<file path="src/rtl/ysyx_25040111_arbiter_pkg.sv">
// Shared types and AXI constants for the IFU/LSU arbiter.
// FSM state encoding plus burst/response codes.
package ysyx_25040111_arbiter_pkg;

  typedef enum logic [1:0] {
    IDLE   = 2'd0,
    IFU_RD = 2'd1,
    LSU_RD = 2'd2,
    LSU_WR = 2'd3
  } arb_state_e;

  localparam logic [1:0] BURST_FIXED = 2'b00;
  localparam logic [1:0] BURST_INCR  = 2'b01;
  localparam logic [1:0] RESP_OKAY   = 2'b00;

  function automatic logic [1:0] ar_burst(input logic [7:0] len);
    return (|len) ? BURST_INCR : BURST_FIXED;
  endfunction

endpackage

</file>
<file path="src/rtl/ysyx_25040111_axi_mux.sv">
// Channel mux: routes the granted requester to the AXI master
// port and returns responses to that requester only.
module ysyx_25040111_axi_mux
  import ysyx_25040111_arbiter_pkg::*;
#(
  parameter int AW = 32,
  parameter int DW = 32
) (
  input  arb_state_e        state_i,
  input  logic              ar_done_i,
  input  logic              aw_done_i,
  input  logic              ifu_arvalid_i,
  output logic              ifu_arready_o,
  input  logic [AW-1:0]     ifu_araddr_i,
  input  logic [7:0]        ifu_arlen_i,
  input  logic [2:0]        ifu_arsize_i,
  output logic              ifu_rvalid_o,
  input  logic              ifu_rready_i,
  output logic [DW-1:0]     ifu_rdata_o,
  output logic [1:0]        ifu_rresp_o,
  output logic              ifu_rlast_o,
  input  logic              lsu_arvalid_i,
  output logic              lsu_arready_o,
  input  logic [AW-1:0]     lsu_araddr_i,
  input  logic [7:0]        lsu_arlen_i,
  input  logic [2:0]        lsu_arsize_i,
  output logic              lsu_rvalid_o,
  input  logic              lsu_rready_i,
  output logic [DW-1:0]     lsu_rdata_o,
  output logic [1:0]        lsu_rresp_o,
  output logic              lsu_rlast_o,
  input  logic              lsu_awvalid_i,
  output logic              lsu_awready_o,
  input  logic [AW-1:0]     lsu_awaddr_i,
  input  logic [2:0]        lsu_awsize_i,
  input  logic              lsu_wvalid_i,
  output logic              lsu_wready_o,
  input  logic [DW-1:0]     lsu_wdata_i,
  input  logic [DW/8-1:0]   lsu_wstrb_i,
  input  logic              lsu_wlast_i,
  output logic              lsu_bvalid_o,
  input  logic              lsu_bready_i,
  output logic [1:0]        lsu_bresp_o,
  output logic              m_arvalid_o,
  input  logic              m_arready_i,
  output logic [AW-1:0]     m_araddr_o,
  output logic [7:0]        m_arlen_o,
  output logic [2:0]        m_arsize_o,
  output logic [1:0]        m_arburst_o,
  input  logic              m_rvalid_i,
  output logic              m_rready_o,
  input  logic [DW-1:0]     m_rdata_i,
  input  logic [1:0]        m_rresp_i,
  input  logic              m_rlast_i,
  output logic              m_awvalid_o,
  input  logic              m_awready_i,
  output logic [AW-1:0]     m_awaddr_o,
  output logic [2:0]        m_awsize_o,
  output logic              m_wvalid_o,
  input  logic              m_wready_i,
  output logic [DW-1:0]     m_wdata_o,
  output logic [DW/8-1:0]   m_wstrb_o,
  output logic              m_wlast_o,
  input  logic              m_bvalid_i,
  output logic              m_bready_o,
  input  logic [1:0]        m_bresp_i
);

  // Everything idles at zero; only the owner's channels are connected
  always_comb begin
    m_arvalid_o   = 1'b0;
    m_araddr_o    = '0;
    m_arlen_o     = '0;
    m_arsize_o    = '0;
    m_arburst_o   = BURST_FIXED;
    m_rready_o    = 1'b0;
    m_awvalid_o   = 1'b0;
    m_awaddr_o    = '0;
    m_awsize_o    = '0;
    m_wvalid_o    = 1'b0;
    m_wdata_o     = '0;
    m_wstrb_o     = '0;
    m_wlast_o     = 1'b0;
    m_bready_o    = 1'b0;
    ifu_arready_o = 1'b0;
    ifu_rvalid_o  = 1'b0;
    ifu_rdata_o   = '0;
    ifu_rresp_o   = '0;
    ifu_rlast_o   = 1'b0;
    lsu_arready_o = 1'b0;
    lsu_rvalid_o  = 1'b0;
    lsu_rdata_o   = '0;
    lsu_rresp_o   = '0;
    lsu_rlast_o   = 1'b0;
    lsu_awready_o = 1'b0;
    lsu_wready_o  = 1'b0;
    lsu_bvalid_o  = 1'b0;
    lsu_bresp_o   = '0;
    unique case (state_i)
      IFU_RD: begin
        m_arvalid_o   = ifu_arvalid_i & ~ar_done_i;
        m_araddr_o    = ifu_araddr_i;
        m_arlen_o     = ifu_arlen_i;
        m_arsize_o    = ifu_arsize_i;
        m_arburst_o   = ar_burst(ifu_arlen_i);
        ifu_arready_o = m_arready_i & ~ar_done_i;
        ifu_rvalid_o  = m_rvalid_i;
        ifu_rdata_o   = m_rdata_i;
        ifu_rresp_o   = m_rresp_i;
        ifu_rlast_o   = m_rlast_i;
        m_rready_o    = ifu_rready_i;
      end
      LSU_RD: begin
        m_arvalid_o   = lsu_arvalid_i & ~ar_done_i;
        m_araddr_o    = lsu_araddr_i;
        m_arlen_o     = lsu_arlen_i;
        m_arsize_o    = lsu_arsize_i;
        m_arburst_o   = ar_burst(lsu_arlen_i);
        lsu_arready_o = m_arready_i & ~ar_done_i;
        lsu_rvalid_o  = m_rvalid_i;
        lsu_rdata_o   = m_rdata_i;
        lsu_rresp_o   = m_rresp_i;
        lsu_rlast_o   = m_rlast_i;
        m_rready_o    = lsu_rready_i;
      end
      LSU_WR: begin
        m_awvalid_o   = lsu_awvalid_i & ~aw_done_i;
        m_awaddr_o    = lsu_awaddr_i;
        m_awsize_o    = lsu_awsize_i;
        lsu_awready_o = m_awready_i & ~aw_done_i;
        m_wvalid_o    = lsu_wvalid_i;
        m_wdata_o     = lsu_wdata_i;
        m_wstrb_o     = lsu_wstrb_i;
        m_wlast_o     = lsu_wlast_i;
        lsu_wready_o  = m_wready_i;
        lsu_bvalid_o  = m_bvalid_i;
        lsu_bresp_o   = m_bresp_i;
        m_bready_o    = lsu_bready_i;
      end
      default: ;
    endcase
  end

endmodule

</file>
<file path="src/rtl/ysyx_25040111_arbiter.sv">
// IFU/LSU to single AXI4 master arbiter (write > LSU rd > IFU rd).
// Define ARB_ROUND_ROBIN_EN to round-robin the two read masters.
module ysyx_25040111_arbiter
  import ysyx_25040111_arbiter_pkg::*;
#(
  parameter int AW = 32,
  parameter int DW = 32
) (
  input  logic            clk,
  input  logic            reset,
  input  logic            ifu_arvalid,
  output logic            ifu_arready,
  input  logic [AW-1:0]   ifu_araddr,
  input  logic [7:0]      ifu_arlen,
  input  logic [2:0]      ifu_arsize,
  output logic            ifu_rvalid,
  input  logic            ifu_rready,
  output logic [DW-1:0]   ifu_rdata,
  output logic [1:0]      ifu_rresp,
  output logic            ifu_rlast,
  input  logic            lsu_arvalid,
  output logic            lsu_arready,
  input  logic [AW-1:0]   lsu_araddr,
  input  logic [7:0]      lsu_arlen,
  input  logic [2:0]      lsu_arsize,
  output logic            lsu_rvalid,
  input  logic            lsu_rready,
  output logic [DW-1:0]   lsu_rdata,
  output logic [1:0]      lsu_rresp,
  output logic            lsu_rlast,
  input  logic            lsu_awvalid,
  output logic            lsu_awready,
  input  logic [AW-1:0]   lsu_awaddr,
  input  logic [2:0]      lsu_awsize,
  input  logic            lsu_wvalid,
  output logic            lsu_wready,
  input  logic [DW-1:0]   lsu_wdata,
  input  logic [DW/8-1:0] lsu_wstrb,
  input  logic            lsu_wlast,
  output logic            lsu_bvalid,
  input  logic            lsu_bready,
  output logic [1:0]      lsu_bresp,
  input  logic            io_master_awready,
  output logic            io_master_awvalid,
  output logic [AW-1:0]   io_master_awaddr,
  output logic [3:0]      io_master_awid,
  output logic [7:0]      io_master_awlen,
  output logic [2:0]      io_master_awsize,
  output logic [1:0]      io_master_awburst,
  input  logic            io_master_wready,
  output logic            io_master_wvalid,
  output logic [DW-1:0]   io_master_wdata,
  output logic [DW/8-1:0] io_master_wstrb,
  output logic            io_master_wlast,
  output logic            io_master_bready,
  input  logic            io_master_bvalid,
  input  logic [1:0]      io_master_bresp,
  input  logic            io_master_arready,
  output logic            io_master_arvalid,
  output logic [AW-1:0]   io_master_araddr,
  output logic [3:0]      io_master_arid,
  output logic [7:0]      io_master_arlen,
  output logic [2:0]      io_master_arsize,
  output logic [1:0]      io_master_arburst,
  output logic            io_master_rready,
  input  logic            io_master_rvalid,
  input  logic [1:0]      io_master_rresp,
  input  logic [DW-1:0]   io_master_rdata,
  input  logic            io_master_rlast
);

  arb_state_e state_q, state_d;
  logic       ar_done_q, ar_done_d;
  logic       aw_done_q, aw_done_d;
  logic [7:0] beat_q, beat_d;
  logic [7:0] len_q, len_d;
  logic       pick_lsu;
  logic       ar_hs, aw_hs, r_hs, b_hs, r_end;

  assign io_master_awid    = 4'b0;
  assign io_master_arid    = 4'b0;
  assign io_master_awlen   = 8'd0;
  assign io_master_awburst = BURST_FIXED;

  assign ar_hs = io_master_arvalid & io_master_arready;
  assign aw_hs = io_master_awvalid & io_master_awready;
  assign r_hs  = io_master_rvalid & io_master_rready;
  assign b_hs  = io_master_bvalid & io_master_bready;
  assign r_end = r_hs & (io_master_rlast | (beat_q == len_q));

`ifdef ARB_ROUND_ROBIN_EN
  logic rr_ifu_last_q;

  // Remember the last-served read master so it loses the next tie
  always_ff @(posedge clk or posedge reset) begin
    if (reset)
      rr_ifu_last_q <= 1'b0;
    else if (state_q == IDLE && state_d == IFU_RD)
      rr_ifu_last_q <= 1'b1;
    else if (state_q == IDLE && state_d == LSU_RD)
      rr_ifu_last_q <= 1'b0;
  end

  assign pick_lsu = lsu_arvalid & (~ifu_arvalid | rr_ifu_last_q);
`else
  assign pick_lsu = lsu_arvalid;
`endif

  // State, address-accepted flags and R beat tracking
  always_ff @(posedge clk or posedge reset) begin
    if (reset) begin
      state_q   <= IDLE;
      ar_done_q <= 1'b0;
      aw_done_q <= 1'b0;
      beat_q    <= 8'd0;
      len_q     <= 8'd0;
    end else begin
      state_q   <= state_d;
      ar_done_q <= ar_done_d;
      aw_done_q <= aw_done_d;
      beat_q    <= beat_d;
      len_q     <= len_d;
    end
  end

  // Arbitrate in IDLE, then hold the grant until the response ends
  always_comb begin
    state_d   = state_q;
    ar_done_d = ar_done_q;
    aw_done_d = aw_done_q;
    beat_d    = beat_q;
    len_d     = len_q;
    unique case (state_q)
      IDLE: begin
        ar_done_d = 1'b0;
        aw_done_d = 1'b0;
        beat_d    = 8'd0;
        if (lsu_awvalid)
          state_d = LSU_WR;
        else if (pick_lsu)
          state_d = LSU_RD;
        else if (ifu_arvalid)
          state_d = IFU_RD;
      end
      IFU_RD, LSU_RD: begin
        if (ar_hs) begin
          ar_done_d = 1'b1;
          len_d     = io_master_arlen;
        end
        if (r_hs)
          beat_d = beat_q + 8'd1;
        if (r_end)
          state_d = IDLE;
      end
      LSU_WR: begin
        if (aw_hs)
          aw_done_d = 1'b1;
        if (b_hs)
          state_d = IDLE;
      end
      default: state_d = IDLE;
    endcase
  end

  ysyx_25040111_axi_mux #(.AW(AW), .DW(DW)) u_mux (
    .state_i       (state_q),
    .ar_done_i     (ar_done_q),
    .aw_done_i     (aw_done_q),
    .ifu_arvalid_i (ifu_arvalid),
    .ifu_arready_o (ifu_arready),
    .ifu_araddr_i  (ifu_araddr),
    .ifu_arlen_i   (ifu_arlen),
    .ifu_arsize_i  (ifu_arsize),
    .ifu_rvalid_o  (ifu_rvalid),
    .ifu_rready_i  (ifu_rready),
    .ifu_rdata_o   (ifu_rdata),
    .ifu_rresp_o   (ifu_rresp),
    .ifu_rlast_o   (ifu_rlast),
    .lsu_arvalid_i (lsu_arvalid),
    .lsu_arready_o (lsu_arready),
    .lsu_araddr_i  (lsu_araddr),
    .lsu_arlen_i   (lsu_arlen),
    .lsu_arsize_i  (lsu_arsize),
    .lsu_rvalid_o  (lsu_rvalid),
    .lsu_rready_i  (lsu_rready),
    .lsu_rdata_o   (lsu_rdata),
    .lsu_rresp_o   (lsu_rresp),
    .lsu_rlast_o   (lsu_rlast),
    .lsu_awvalid_i (lsu_awvalid),
    .lsu_awready_o (lsu_awready),
    .lsu_awaddr_i  (lsu_awaddr),
    .lsu_awsize_i  (lsu_awsize),
    .lsu_wvalid_i  (lsu_wvalid),
    .lsu_wready_o  (lsu_wready),
    .lsu_wdata_i   (lsu_wdata),
    .lsu_wstrb_i   (lsu_wstrb),
    .lsu_wlast_i   (lsu_wlast),
    .lsu_bvalid_o  (lsu_bvalid),
    .lsu_bready_i  (lsu_bready),
    .lsu_bresp_o   (lsu_bresp),
    .m_arvalid_o   (io_master_arvalid),
    .m_arready_i   (io_master_arready),
    .m_araddr_o    (io_master_araddr),
    .m_arlen_o     (io_master_arlen),
    .m_arsize_o    (io_master_arsize),
    .m_arburst_o   (io_master_arburst),
    .m_rvalid_i    (io_master_rvalid),
    .m_rready_o    (io_master_rready),
    .m_rdata_i     (io_master_rdata),
    .m_rresp_i     (io_master_rresp),
    .m_rlast_i     (io_master_rlast),
    .m_awvalid_o   (io_master_awvalid),
    .m_awready_i   (io_master_awready),
    .m_awaddr_o    (io_master_awaddr),
    .m_awsize_o    (io_master_awsize),
    .m_wvalid_o    (io_master_wvalid),
    .m_wready_i    (io_master_wready),
    .m_wdata_o     (io_master_wdata),
    .m_wstrb_o     (io_master_wstrb),
    .m_wlast_o     (io_master_wlast),
    .m_bvalid_i    (io_master_bvalid),
    .m_bready_o    (io_master_bready),
    .m_bresp_i     (io_master_bresp)
  );

endmodule

</file>
<file path="config.mk">
export PLATFORM = sky130hd
export DESIGN_NAME = ysyx_25040111_arbiter
export DESIGN_NICKNAME = d
export VERILOG_FILES = /design/src/rtl/ysyx_25040111_arbiter_pkg.sv /design/src/rtl/ysyx_25040111_axi_mux.sv /design/src/rtl/ysyx_25040111_arbiter.sv
export SDC_FILE = /design/constraint.sdc
export NUM_CORES = 1
export LEC_CHECK = 0
export ABC_AREA = 1
export CAP_MARGIN = 20
export CORE_AREA = 8 8 162 164
export DETAILED_ROUTE_END_ITERATION = 8
export DIE_AREA = 0 0 170 172
export GPL_ROUTABILITY_DRIVEN = 0
export MAX_ROUTING_LAYER = met4
export PLACE_DENSITY_LB_ADDON = 0.15
export SETUP_SLACK_MARGIN = 0.2
export SYNTH_ARGS = -nofsm -noshare
export SYNTH_HDL_FRONTEND = slang
export SYNTH_SLANG_ARGS = --single-unit
export TNS_END_PERCENT = 1
</file>
<file path="constraint.sdc">
create_clock -name clk -period 1.9 [get_ports clk]
set_clock_uncertainty 0.05 [all_clocks]
set_input_delay 0.57 -clock clk [delete_from_list [all_inputs] [get_ports clk]]
set_output_delay 0.57 -clock clk [all_outputs]
set_load 0.05 [all_outputs]
</file>
==> results_dict.tcl <==
set metrics [dict create \
    holdBufCountCts 0 \
    ant_nets 0 \
    final_hold_viol_count 0 \
    critical_path_required_ps 1280 \
    root_buffer "clkbuf_16" \
    cp-startpoint "ifu_arlen[0]" \
    maxCapViolations 0 \
    critPathBufInv 2 \
    result_of_the_run "finished, violations left" \
    post_synth_inst_count 656 \
    power.leakage_nw 4.64 \
    pin_count_of_the_biggest_net_entering_global_routing 51 \
    pwr-share-seq_pct 3.9 \
    numPortBuffers 408 \
    synth.top_cells.by_area "nand2_1 34%, inv_1 19%, dfrtp_1 15%" \
    final.period_utilization_pct 121 \
    internal_power_mw 7.02 \
    synth_top_cell_by_area "nand2_1" \
    yosysTopAreaCellShare_pct 33.8 \
    first_pass_iters 4 \
    post_synthesis_mean_instance_area_sq_um 5.01 \
    crit_family "buffers and inverters" \
    avgRoutedWirePerCell_um 15.4 \
    crit_path_end_kind "output port" \
    grt.total_usage_pct 14.3 \
    synth.ff_latch_count 20 \
    setup.worst_path.start_class "input port" \
    pwr-share-clk_pct 3.2 \
    power_density_mw_per_mm2 1340 \
    synth.yosys.seq_area_share_pct 15.2 \
    cts_num_sinks 20 \
    post_route_cells_drive_above_1_share_pct 50.5 \
    vias 5275 \
    vias_per_cell 3.71 \
    netSwitchingFraction_pct 54.0 \
    net_switching_power_mw 8.23 \
    worst_skew_late_latency_ps 250 \
    fin_nets 1308 \
    cp_slowest_cell "clkdlybuf4s50_1" \
    h-tree-depth 1 \
    cts_tree "yes" \
    floorplan.initialDensity_pct 13.8 \
    final_setup_vio_count 203 \
    holdCritPathClass "reg2reg" \
    antenna_found_initial 4 \
    die-height_um 172 \
    chip_width_um 170 \
    rsz0062_at_grt "true" \
    pre_cts_slack_ps -796 \
    fmax_ghz 0.434 \
    critical_path_class "in2out" \
    core_sq_mm 0.0238 \
    vdd.ir_drop.worst_mv 0.684 \
    worst_r2r_startpoint "state_q[1]" \
    comb_power_share_pct 92.9 \
    cpPeakStageDelay_ps 430 \
    num-fill-cells 2287 \
    cts_max_path_buffers 2 \
    drt_drc_violations_left 0 \
    first_global_vias 5355 \
    dp_hpwl_mm 19.4 \
    cp_cell_sequence "clkdlybuf4s50_1, nor4_1, nand2_1, nand2_2, a21oi_4, buf_12" \
    global_route_congestion_overflow_total 0 \
    syn2layout_area_growth_pct 245 \
    cts.reportedPaths.clkPinSlew_ps 60 \
    failed_checks "negative setup slack" \
    drt_first_iter_violations 171 \
    io-pin-count 428 \
    die-area_sq_mm 0.0292 \
    yosys.cell_types.count 32 \
    setup_tns_ps -54150 \
    critical_path.max_fanout 2 \
    critPathArrivalTime_ps 1690 \
    grt_first_pass_wirelength_mm 31.6 \
    synthesis.area_sq_mm 0.00328 \
    fin_util_pct 47.6 \
    finalCriticalPeriod_ps 2310 \
    rows 57 \
    holdCritStartpoint "len_q[5]" \
    yosys_warnings 0 \
    finalWirelength_mm 21.8 \
    slew_violations 0 \
    number_of_buffers_inserted_during_clock_tree_synthesis 3 \
    worst_slack_ps -405 \
]
Yosys cell counts (all sizes together):
master,n
inv,176
buf,32
o21ai,14
nand3,7
clkbuf,21
nand2,297
nor4,4
a21oi,51
nor3b,1
and3,2
o211ai,1
nand4,2
nor3,4
a22o,1
nor2,10
xnor2,4
conb,1
clkinv,1
ha,6
dfrtp,20
a31oi,1
layer usage:
metal / up-vias / share of wire, % / track usage, % / wire (um)
met5: - / 0 / - / 0
met4: 0 / 0.75 / 1.33 / 163
met3: 8 / 8.6 / 4.29 / 1880
met2: 230 / 54 / 26.8 / 11800
met1: 2326 / 36 / 15.1 / 7960
li1: 2711 / - / - / -
worst reg2reg max path, delay by kind of cell, from the launching register on:
family	cells	cell delay [ps]
and+or+nand+nor	5	330
DFF	1	400
AOI/OAI and AO/OA	1	250
buffers and inverters	5	620
adders and majority gates	1	180
layout make-up:
class	instances	area, sq um	share of cell area [%]
Multi-Input combinational cell	424	2690	23.8
Sequential cell	20	500	4.41
Tap cell	324	405	3.57
Inverter	177	952	8.40
Timing Repair Buffer	467	6690	59.0
Clock buffer	4	88.8	0.783
Antenna cell	5	12.5	0.110
placed cells by master (no fill, tap or decap), types with 2 or more instances in the layout:
cell type	n
nand2_1	214
buf_12	212
clkdlybuf4s50_1	195
nand2_2	80
clkinvlp_4	70
inv_2	66
a21oi_4	44
buf_4	42
inv_1	37
dfrtp_1	20
conb_1	19
o21ai_1	10
dlygate4sd2_1	10
nor2_1	9
nand3_1	6
a21oi_1	6
diode_2	5
buf_6	5
xnor2_1	4
ha_4	4
nand2_4	3
o21ai_2	3
clkbuf_16	3
inv_4	2
nor3_4	2
nor3_1	2
nand4_1	2
nor4_4	2
clkdlybuf4s15_1	2
through the flow:
| stage | instance area, sq um | power, mW | instances | hold slack (ps) |
|---|---|---|---|---|
| floorplan | 4210 | 8.03 | 674 | 420 |
| global placement | 10900 | 14.4 | 1410 | 443 |
| detailed placement | 10900 | 14.4 | 1410 | 445 |
| CTS | 11300 | 15.4 | 1416 | 458 |
| global route | 11300 | 16.0 | 1420 | 482 |
| finish | 11300 | 15.2 | 1421 | 460 |
final timing paths:
check                                       endpoint  slack (ps)  cells past startpoint
worst max-delay path            io_master_arburst[0]        -410                      6
max in group asynchronous                  ar_done_q         980                      3
worst min-delay path                        len_q[5]         460                      2
worst min register to register              len_q[5]         460                      2
worst max register to register            state_q[0]         -40                     12
min in group asynchronous                   len_q[3]         600                      3
registers in the layout (all words and copies together) (netlist names):
name,cells
beat_q,8
ar_done_q,1
aw_done_q,1
state_q,2
len_q,8
cell families after synthesis:
group / after synthesis / synth area share (%)
compound gates: 68 / 11.8
xor+xnor: 4 / 1.07
fa+ha+maj: 6 / 2.29
flops: 20 / 15.2
other cells: 1 / 0.114
simple gates: 327 / 39.5
buf+inv: 230 / 29.9
repair_timing:
action                                  in CTS  in global routing
setup buffers                                2                  0
endpoints found under the setup margin     219                219
hold endpoints to repair                     0                  0
gates resized for setup                    164                 23
pin swaps                                   10                 11
power groups by stage:
stage | sequential (mW) | combinational, mW | clock [mW]
6_report | 0.601 | 14.2 | 0.485
5_1_grt | 0.614 | 14.8 | 0.512
4_1_cts | 0.597 | 14.3 | 0.493
3_5_place_dp | 0.605 | 13.8 | 0
3_3_place_gp | 0.602 | 13.7 | 0
2_1_floorplan | 0.594 | 7.44 | 0
Note: power is estimated with default switching activity, not from simulation.
